File: config.mk
export PLATFORM = sky130hd
export DESIGN_NAME = game_controller
export DESIGN_NICKNAME = d
export VERILOG_FILES = /design/src/rtl/game_controller.sv
export SDC_FILE = /design/constraint.sdc
export NUM_CORES = 1
export LEC_CHECK = 0
export ABC_AREA = 1
export BUFFER_PORTS_ARGS = -buffer_cell sky130_fd_sc_hd__clkbuf_2
export CORE_AREA = 2 2 39 41
export CTS_BUF_LIST = sky130_fd_sc_hd__clkbuf_16
export CTS_CLUSTER_SIZE = 20
export DETAILED_ROUTE_END_ITERATION = 6
export DIE_AREA = 0 0 41 43
export HOLD_SLACK_MARGIN = 0.15
export PLACE_DENSITY = 0.6
export SLEW_MARGIN = 10
export SYNTH_ARGS = -nofsm -noshare
export SYNTH_HDL_FRONTEND = slang
export SYNTH_SLANG_ARGS = --single-unit
File: constraint.sdc
create_clock -name CLOCK_50 -period 2.4 [get_ports CLOCK_50]
set_clock_uncertainty 0.15 [all_clocks]
set_input_delay 0.24 -clock CLOCK_50 [delete_from_list [all_inputs] [get_ports CLOCK_50]]
set_output_delay 0.24 -clock CLOCK_50 [all_outputs]
set_load 0.02 [all_outputs]
File: src/rtl/game_controller.sv
// game_controller -- control FSM for a memory/sequence game.
//
// Walks the game through setup, FPGA sequence display, user entry,
// per-entry check, round advance and result display. Drives the datapath
// through clear (R1/R2) and enable (E1..E4) strobes and reads back its
// status flags.
//
// Ports
//   CLOCK_50  in   sole clock, rising edge
//   R         in   synchronous active-high reset
//   ENTER     in   confirm button (already synchronised)
//   end_FPGA  in   FPGA finished showing the sequence
//   end_User  in   user entered the whole sequence for this round
//   end_time  in   user time limit expired
//   win       in   final round completed
//   match     in   last user entry equals the expected one
//   R1        out  clear round/sequence/user counters
//   R2        out  clear time counter
//   E1        out  latch setup switches
//   E2        out  enable time counter
//   E3        out  enable sequence-display counter
//   E4        out  one-cycle strobe latching a user entry (Mealy)
//   SEL       out  select result display on hex5
//   state     out  current state code (debug), p_state bits wide
//
// Build option: define ENTER_EDGE_DETECT_EN to turn ENTER into a
// rising-edge detected pulse; otherwise ENTER is used as a pulse directly.
module game_controller #(
  parameter int p_state = 3
) (
  input  logic               CLOCK_50,
  input  logic               R,
  input  logic               ENTER,
  input  logic               end_FPGA,
  input  logic               end_User,
  input  logic               end_time,
  input  logic               win,
  input  logic               match,
  output logic               R1,
  output logic               R2,
  output logic               E1,
  output logic               E2,
  output logic               E3,
  output logic               E4,
  output logic               SEL,
  output logic [p_state-1:0] state
);

  typedef enum logic [2:0] {
    INIT       = 3'd0,
    SETUP      = 3'd1,
    PLAY_FPGA  = 3'd2,
    PLAY_USER  = 3'd3,
    CHECK      = 3'd4,
    NEXT_ROUND = 3'd5,
    RESULT     = 3'd6
  } state_t;

  state_t r_state;
  logic   w_enter;

`ifdef ENTER_EDGE_DETECT_EN
  // History resets high so a button held across reset release is not
  // mistaken for a fresh press.
  logic r_enter_d;

  always_ff @(posedge CLOCK_50) begin
    if (R) r_enter_d <= 1'b1;
    else   r_enter_d <= ENTER;
  end

  assign w_enter = ENTER & ~r_enter_d;
`else
  assign w_enter = ENTER;
`endif

  always_ff @(posedge CLOCK_50) begin
    if (R) begin
      r_state <= INIT;
    end else begin
      case (r_state)
        INIT:       r_state <= SETUP;
        SETUP:      if (w_enter) r_state <= PLAY_FPGA;
        PLAY_FPGA:  if (end_FPGA) r_state <= PLAY_USER;
        // Timeout beats a simultaneous enter.
        PLAY_USER:  if (end_time)     r_state <= RESULT;
                    else if (w_enter) r_state <= CHECK;
        CHECK:      if (!match)        r_state <= RESULT;
                    else if (win)      r_state <= RESULT;
                    else if (end_User) r_state <= NEXT_ROUND;
                    else               r_state <= PLAY_USER;
        NEXT_ROUND: r_state <= PLAY_FPGA;
        RESULT:     if (w_enter) r_state <= INIT;
        default:    r_state <= INIT;  // unused code 7
      endcase
    end
  end

  // Moore outputs: pure decode of the registered state.
  always_comb begin
    R1  = 1'b0;
    R2  = 1'b0;
    E1  = 1'b0;
    E2  = 1'b0;
    E3  = 1'b0;
    SEL = 1'b0;
    case (r_state)
      INIT:       begin R1 = 1'b1; R2 = 1'b1; end
      SETUP:      E1 = 1'b1;
      PLAY_FPGA:  begin E3 = 1'b1; R2 = 1'b1; end
      PLAY_USER:  E2 = 1'b1;
      NEXT_ROUND: R2 = 1'b1;
      RESULT:     SEL = 1'b1;
      default:    ;
    endcase
  end

  // Entry strobe is suppressed when the timeout wins the same cycle.
  assign E4    = (r_state == PLAY_USER) & w_enter & ~end_time;
  assign state = p_state'(r_state);

endmodule

Yosys cells after proc, flatten, opt, wreduce, memory -nomap -nowiden:

Cells that the tools add are included.

* input bits: 8
* logic and storage cells: 32
* output and inout port bits: 10
* bits in registers: 3

* equality and inequality tests: 10
* bitwise logic cells: 3
* multiplexer cells: 15
* reduce and logical (&&, ||, !) cells: 3

Operators by type and width (number)
* $mux 3: 8
* $pmux 3 s7: 1
* $eq 3x3->1 const B: 3
* $eq 3x2->1 const B: 2
* $mux 1: 6
* $ne 2x2->1 const B: 3
* $reduce_and 4->1: 1
* $eq 3x1->1 const B: 1
* $logic_not 3->1: 1
* $ne 3x3->1 const B: 1
* $reduce_or 3->1: 1
* $and 1x1->1: 2
* $not 1->1: 1

Depth between registers and ports, before layout:

Gate-level depths: netlist of run 1.

* depth in word-level cells: 4
* depth in mapped cells: 8
* depth with buffers taken out: 7

Least setup slack after synthesis of run 1:

No wires, ideal clock.

* path type: reg2out
* start point: register r_state[0], in the netlist state[0]
* end point: output port E4
* slack: 0.768 ns
* cell stages (with the launch flop): 6
* data arrival time: 1.242 ns
* buffers on the path: 1
* required time: 2.010 ns
* cells stage by stage: dfxtp_1 buf_6 nand2_2 nor2_4 nand2_2 nor2_1

* cells in the longest elaborated chain, start to end: 3

RTL lines
* start: declaration: line 59 `state_t r_state;`
* start signal: assignment: line 79 `r_state <= INIT;`
* start signal: assignment: line 82 `INIT: r_state <= SETUP;`
* start signal: assignment: line 83 `SETUP: if (w_enter) r_state <= PLAY_FPGA;`
* $eq 3x2->1: line 119 `assign E4 = (r_state == PLAY_USER) & w_enter & ~end_time;`
* $and 1x1->1 (2 in series): line 119
* end: declaration: line 44 `output logic E4,`

Every way passes these cells.

Worst setup path after layout of run 1:

Ends and elaborated chain as after synthesis.

==> run summary, run 1 <==
The final core utilization is 35.90%. The max-slew violation count came out at 0. Number of hold violations in the final report: 0. In this run the core area contains 14 standard-cell rows. In this run the vertical extent of the chip is 43 um.

In the final design database the tool counted 84 nets. The clock tree root driver cell was clkbuf_16. Dividing the detail-routed wire length by the instance count gives 8.923 um. The worst setup path is captured at an output port.

The clock insertion delay at the later pin of the skew report is 0.23 ns. Routability-driven placement finished with a final weighted congestion of 0.7778. The tools report the number of H-tree levels as 1. The number of buffers inserted by post-CTS setup repair came out at 0. The number of vias per cell is 4.242, and the total power after layout is 700.5 uW. The buffering stage count on the worst path with inverters included is 1. The logs give 318 for the via count of the first global-routing pass and 0 for the overall overflow remaining after global route. Wires add up to 812 um. The run gives 593.7 um as the HPWL after detailed placement. The depth of the worst hold-timing path was 4; the number of flip-flops and latches in the synthesized netlist was 3.

The final count of negative-setup-slack endpoints is 0, and the worst-case register-to-register setup slack is 0.94 ns. The number of antenna diodes was 0. The area growth from synthesis to layout is 52.69%. The run gives 4 as the number of iterations in the first detailed-routing pass. The cell count after synthesis is 55. Once the clock tree was built, the resizer swapped 0 gates to a different size. The commonest non-fill, non-tap cell in the layout is clkbuf_2. In this run the cell area of the synthesized design comes to 325.3 um2.

The critical path is of the reg2out type. Averaged over all synthesized cells, the footprint is 5.915 um2. The setup TNS after final layout is 0 ns, and the CTS buffer count is 3. For the worst setup path, the data required time is 2.01 ns. In this run the static leakage power is 0.0002821 uW.

Peak fanout along the critical path: 10. Counting along the longest clock path gives a buffer depth of 2. The total die area is 0.001763 mm2, and the number of cells on the worst reg-to-reg path is 6. For the starting density of the core, the log shows 23.51%. For this run, the total global-route usage over all layers was measured as 11.42%. The flip-flop count of the largest register after layout is 3, and the maximum clock frequency is 577.4 MHz. The run gives 3 as the total clock sinks. The tools report the top-level I/O count as 18. The worst min-delay path category was in2reg.

Clock-pin slew was measured on the worst setup and hold paths at 0.03 ns. In this run the power density over the cells is 1410 mW/mm2. The slew at the pin closest to its max-slew limit works out to 0.3963 ns. The slowest stage of the critical path belongs to the cell dfxtp_1.

Setup repair after global routing left no endpoint under its margin. The total DRC errors in the routed layout came out at 0. The tightest slew margin relative to the limit came out at 73.55%.

For the worst-case vdd ir drop, the log shows 506.0 uV. The overall die width works out to 41 um. Counting buffers and inverters, the worst setup path is 5 cells deep.

Cells with a size suffix above 1 make up 40.00% of the layout. Number of hold buffers added after cts: 1. The cell type with the highest occurrence count on the critical path was nand2_2. On the worst path, the slowest cell contributes a delay of 0.55 ns.

The global-route wire length before repair came out at 1290 um. Buffers placed on the I/O ports in this run total 17. For this run, the number of Yosys warnings is 0. The logs give 18.46% for the sequential cell area fraction in the yosys report and 1.34 ns for the arrival time at the worst endpoint.

Synthesis produced a netlist with a net count of 63. Entering global routing, the biggest net connects 11 pins. The placeable core region was 0.001384 mm2; the number of different library cells in the post-synthesis netlist was 17. In the layout the commonest cells are clkbuf_2, nand2_1, inv_1, nor2_1. The run gives 0 as the initial antenna violation count. Walking the worst path, the cells encountered are nand2_2 > nor2_4 > nand2_2 > nor2_1 > clkbuf_2.

Max-cap violations in this run came to 0. The run gives 386 as the via count. The detail route stage leaves a number of antenna-violating nets equal to 0. STA classifies the critical path startpoint as a flip-flop.

TritonCTS built the clock tree. The post-route clock period utilization is 72.16%, and the first-iteration detailed-routing DRC count is 20. The flow ran to the end, and the final reports show no timing, DRC or antenna violations.

The worst path needs 1.732 ns of the cycle, external delays included. The cell class contributing the biggest share of worst-path delay is flip-flops.
cell type report:
type / count / area, um2
multi-input cells: 39 / 201.4
flip-flops and latches: 3 / 60.06
inverters: 11 / 41.29
fillers: 144 / 887.1
clock buffers: 3 / 75.07
well taps: 16 / 20.02
clock inverters: 1 / 3.754
repair buffers: 18 / 95.09
worst paths after layout:
kind / from / end
worst max-delay path: state[0] / E4
worst min-delay path: ENTER / state[0]
worst max register to register: state[2] / state[2]
worst min register to register: state[0] / state[0]
per-layer routing:
layer	vias to the layer above	GRT usage (%)	routed length, um
met1	153	14.06	330
met2	21	15.31	392
met3	2	3.141	69
met4	0	10.00	19
li1	210	-	-
met5	-	0	0
kinds of logic (layout without fill, tap and decap cells):
kind of cell	after synthesis	after routing	share of synthesized area, %
buffers and inverters	13	33	19.62
AOI/OAI and AO/OA	7	7	12.69
DFF	3	3	18.46
and+or+nand+nor	32	32	49.23
stage by stage:
step           instance area, um2  std cells  hold WS, ns  setup WS, ns
6_report                    496.7         91       0.2273        0.6681
5_1_grt                     496.7         91       0.2767        0.5199
2_1_floorplan               325.3         55       0.1524        0.7680
3_5_place_dp                407.9         86       0.2884        0.8910
3_3_place_gp                407.9         86       0.2873        0.8838
4_1_cts                     496.7         91       0.2291        0.6503
synthesized netlist by cell type:
cell type | number | area share, %
nand2_1 | 12 | 14
buf_6 | 2 | 6.9
inv_1 | 10 | 12
nor3_1 | 1 | 1.5
o21ai_0 | 1 | 1.5
nor2_4 | 2 | 6.9
nor2_2 | 2 | 3.8
nor2_1 | 8 | 9.2
nand3_2 | 1 | 3.1
a21oi_2 | 1 | 2.7
nand2_2 | 3 | 5.8
inv_2 | 1 | 1.2
dfxtp_1 | 3 | 18
nand4_1 | 1 | 1.9
nand3_1 | 2 | 3.1
a21oi_1 | 3 | 4.6
o22ai_1 | 2 | 3.8
report_power, final:
group	switching (uW)	internal, uW	leakage, uW
clock	49.3	215	0.0000423
combinational	204	110	0.000215
sequential	52.0	69.5	0.0000248
total	306	395	0.000282
worst min-delay path, delay by kind of cell:
family                 cells  cell delay [ns]
buffers and inverters      2             0.15
AND/OR/NAND/NOR            1             0.11
AO/OA/AOI/OAI              1             0.06
Note: power is estimated with default switching activity, not from simulation.
==> inputs of run 2 (changes only) <==
--- a/config.mk
+++ b/config.mk
@@ -13,7 +13,7 @@
 export DETAILED_ROUTE_END_ITERATION = 6
 export DIE_AREA = 0 0 41 43
 export HOLD_SLACK_MARGIN = 0.15
-export PLACE_DENSITY = 0.6
+export PLACE_DENSITY = 0.62
 export SLEW_MARGIN = 10
 export SYNTH_ARGS = -nofsm -noshare
 export SYNTH_HDL_FRONTEND = slang
==> constraint.sdc (replaced) <==
create_clock -name CLOCK_50 -period 1.5 [get_ports CLOCK_50]
set_clock_uncertainty 0.15 [all_clocks]
set_input_delay 0.15 -clock CLOCK_50 [delete_from_list [all_inputs] [get_ports CLOCK_50]]
set_output_delay 0.15 -clock CLOCK_50 [all_outputs]
set_load 0.02 [all_outputs]
==> run summary, run 2 (same netlist as run 1, synthesis figures left out) <==
The slew at the pin closest to its max-slew limit is 0.1716 ns (was 0.3963 ns). The clock-pin transition on the worst setup and hold timing paths works out to 0.03 ns (about the same). The clock tree root driver cell was clkbuf_16 (unchanged). The vertical die dimension was 43 um (unchanged); the wire length per cell was 8.564 um (was 8.923 um).

For the post-layout net count, the log shows 87 (was 84). The commonest non-fill, non-tap cell in the layout is clkbuf_2 (unchanged). The logs give 0 (unchanged) for the initial antenna violation count and 11.12% (was 11.42%) for the global-route usage over all layers.

The tools report the global-route wire length before repair as 1276 um (was 1290 um). The beginning of the worst register-to-register path is state[0] (was state[2]). The number of antenna diodes came out at 0 (unchanged).

The buffering stage count on the worst path with inverters included came out at 3 (was 1). The max-slew violation count is 0 (unchanged), and the peak fanout along the critical path is 7 (was 10). For the via count, the log shows 385 (was 386). Nature of the critical path endpoint: an output port (unchanged).

Stage delay of the slowest cell on the critical path: 0.39 ns (was 0.55 ns). The residual antenna-violating net count after detailed routing is 0 (unchanged), and the minimum clock period is 1.438 ns. Number of cells on the worst reg-to-reg path: 7 (was 6). The clock insertion delay at the later pin of the skew report came out at 0.22 ns (was 0.23 ns). The total DRC errors in the routed layout is 0 (unchanged), and the number of vias per cell is 4.096 (was 4.242). Most frequent cells in the layout: clkbuf_2, nand2_1, inv_1, nor2_1 (unchanged). The flow ran to the end, and the final reports show no timing, DRC or antenna violations. The number of max-cap violations was 0 (unchanged). The total die area came out at 0.001763 mm2 (unchanged).

The critical path data required time is 1.20 ns (was 2.01 ns), and the post-route clock period utilization is 95.86%. The cell type of the slowest stage on the worst timing path is dfxtp_4 (was dfxtp_1). For the arrival time at the worst endpoint, the log shows 1.14 ns (was 1.34 ns).

The total routed wirelength was 805 um (was 812 um); the overall overflow remaining after global route was 0 (unchanged). The fraction of final layout cells with drive strength greater than 1 works out to 46.15% (was 40.00%). The logs give 0.06212 ns (was 0.6681 ns) for the setup slack of the critical path after layout and 0.0002980 uW (was 0.0002821 uW) for the static power due to leakage. The logs give 533.0 um2 (was 496.7 um2) for the area of all placed cells without fillers and 0.28 ns (was 0.94 ns) for the worst-case register-to-register setup slack.

The power dissipated by switching net loads was 486.2 uW (was 305.6 uW). The tools report the critical hold path startpoint as match (was ENTER). The overall die width works out to 41 um (unchanged). For the tightest slew margin relative to the limit, the log shows 88.55% (was 73.55%). The logs give 0.1884 ns (was 0.2273 ns) for the final hold slack and 36.2% (was 37.8%) for the clock network power share. For the number of H-tree levels, the log shows 1 (unchanged). Sequence of cells on the critical path: inv_2 > nor2_2 > nand2_1 > inv_1 > clkbuf_2 (was nand2_2 > nor2_4 > nand2_2 > nor2_1 > clkbuf_2).

The number of buffers inserted by post-CTS setup repair was 0 (unchanged); the HPWL after detailed placement was 628 um (was 593.7 um). The tools report the element type at the critical path start as a flip-flop (unchanged). The number of filler cells placed in the layout was 147 (was 144). For the total clock sinks, the log shows 3 (unchanged).

The logs give 6 (was 20) for the first-iteration detailed-routing DRC count and 47.0% (was 44.9%) for the combinational cell fraction of total power. For the final count of negative-setup-slack endpoints, the log shows 0 (unchanged). The logs give 23.51% (unchanged) for the starting density of the core and 1193 uV (was 506.0 uV) for the worst-case vdd ir drop. The power per cell area is 2165 mW/mm2 (was 1410 mW/mm2). Cell-internal power: 667.6 uW (was 394.9 uW). The number of hold violations in the final report was 0 (unchanged); the flip-flop count of the largest register after layout was 3 (unchanged). The total power after layout is 1154 uW (was 700.5 uW). The via count of the first global-routing pass was 348 (was 318). Number of iterations in the first detailed-routing pass: 2 (was 4). The tools report the worst reg2reg path endpoint as state[0] (was state[2]). The placeable core region was 0.001384 mm2 (unchanged).

The area growth from synthesis to final layout was 63.85% (was 52.69%). The placement row count was 14 (unchanged). The tools report the final weighted congestion in routability-driven placement as 0.8967 (was 0.7778). The depth of the worst hold-timing path was 5 (was 4); the worst slack at placement was 0.1161 ns (was 0.8910 ns).

The worst-case clock buffer depth is 2 (unchanged). The portion of total power attributed to sequential cells is 16.7% (was 17.4%). The end point of the most critical hold path is state[0] (unchanged). The final core utilization was 38.52% (was 35.90%); the switching power share of the total was 42.14% (was 43.63%). The cell class contributing the biggest share of worst-path delay was flip-flops (unchanged). The logs give 8 (was 11) for the pin count of the biggest net entering global routing and 3 (unchanged) for the CTS buffer count. The count of input and output buffers is 17 (unchanged). The maximum clock frequency is 695.5 MHz. Worst min-delay path category: in2reg (unchanged). Area of placed instances: 425.4 um2 (was 407.9 um2). TritonCTS built the clock tree. The startpoint-to-endpoint class of the critical path was reg2out (unchanged).

The top-level I/O count is 18 (unchanged). Setup repair after global routing could not meet its margin everywhere.
==> run 2: metrics by stage <==
step                cells   TNS, ns
finish                 94         0
global route           94  -0.02083
CTS                    94         0
detailed placement     88         0
global placement       88         0
floorplan              55         0
==> run 2: worst register-to-register path: cells and delay by family (launching register included) <==
kind                   cells  cell delay, ns
DFF                        1            0.39
buffers and inverters      1            0.05
and+or+nand+nor            5            0.49
AOI/OAI and AO/OA          1            0.05
==> run 2: power groups by stage <==
stage          Sequential (uW)  Combinational, uW  Clock, uW
4_1_cts                    190                547        427
6_report                   193                542        418
3_5_place_dp               185                541          0
5_1_grt                    202                589        439
3_3_place_gp               185                539          0
2_1_floorplan              186                396          0
==> run 2: layout make-up <==
cell class                      count  area (um2)  share of cell area (%)
Clock buffer                        3       75.07                   14.08
Multi-Input combinational cell     39       203.9                   38.26
Sequential cell                     3       66.31                   12.44
Inverter                           11       41.29                   7.746
Clock inverter                      1       3.754                  0.7042
Timing Repair Buffer               21       122.6                   23.00
Tap cell                           16       20.02                   3.756
==> run 2: how the worst max path moves through the flow <==
stage                     to     start  cells after the start  slack [ns]
CTS                       E1  state[0]                      5       0.003
global placement          E4  state[0]                      5        0.12
floorplan                 E4  state[0]                      5        0.04
finish                    E1  state[0]                      5        0.06
global route              E1  state[0]                      5       -0.02
detailed placement  state[0]  state[0]                      7        0.12
==> run 2: timing repair <==
item / 4_1_cts / 5_1_grt
gates cloned: 0 / 0
gates resized for setup: 2 / 5
endpoints found under the setup margin: 3 / 3
hold endpoints to repair: 3 / 0
hold buffers: 2 / 0
pin swaps: 0 / 0
==> run 2: layer usage <==
| metal | global-route usage, % | share of wire (%) |
|---|---|---|
| met5 | 0 | 0 |
| met4 | 6.000 | 0 |
| met3 | 6.283 | 8.1 |
| met2 | 14.69 | 49 |
| met1 | 13.74 | 43 |
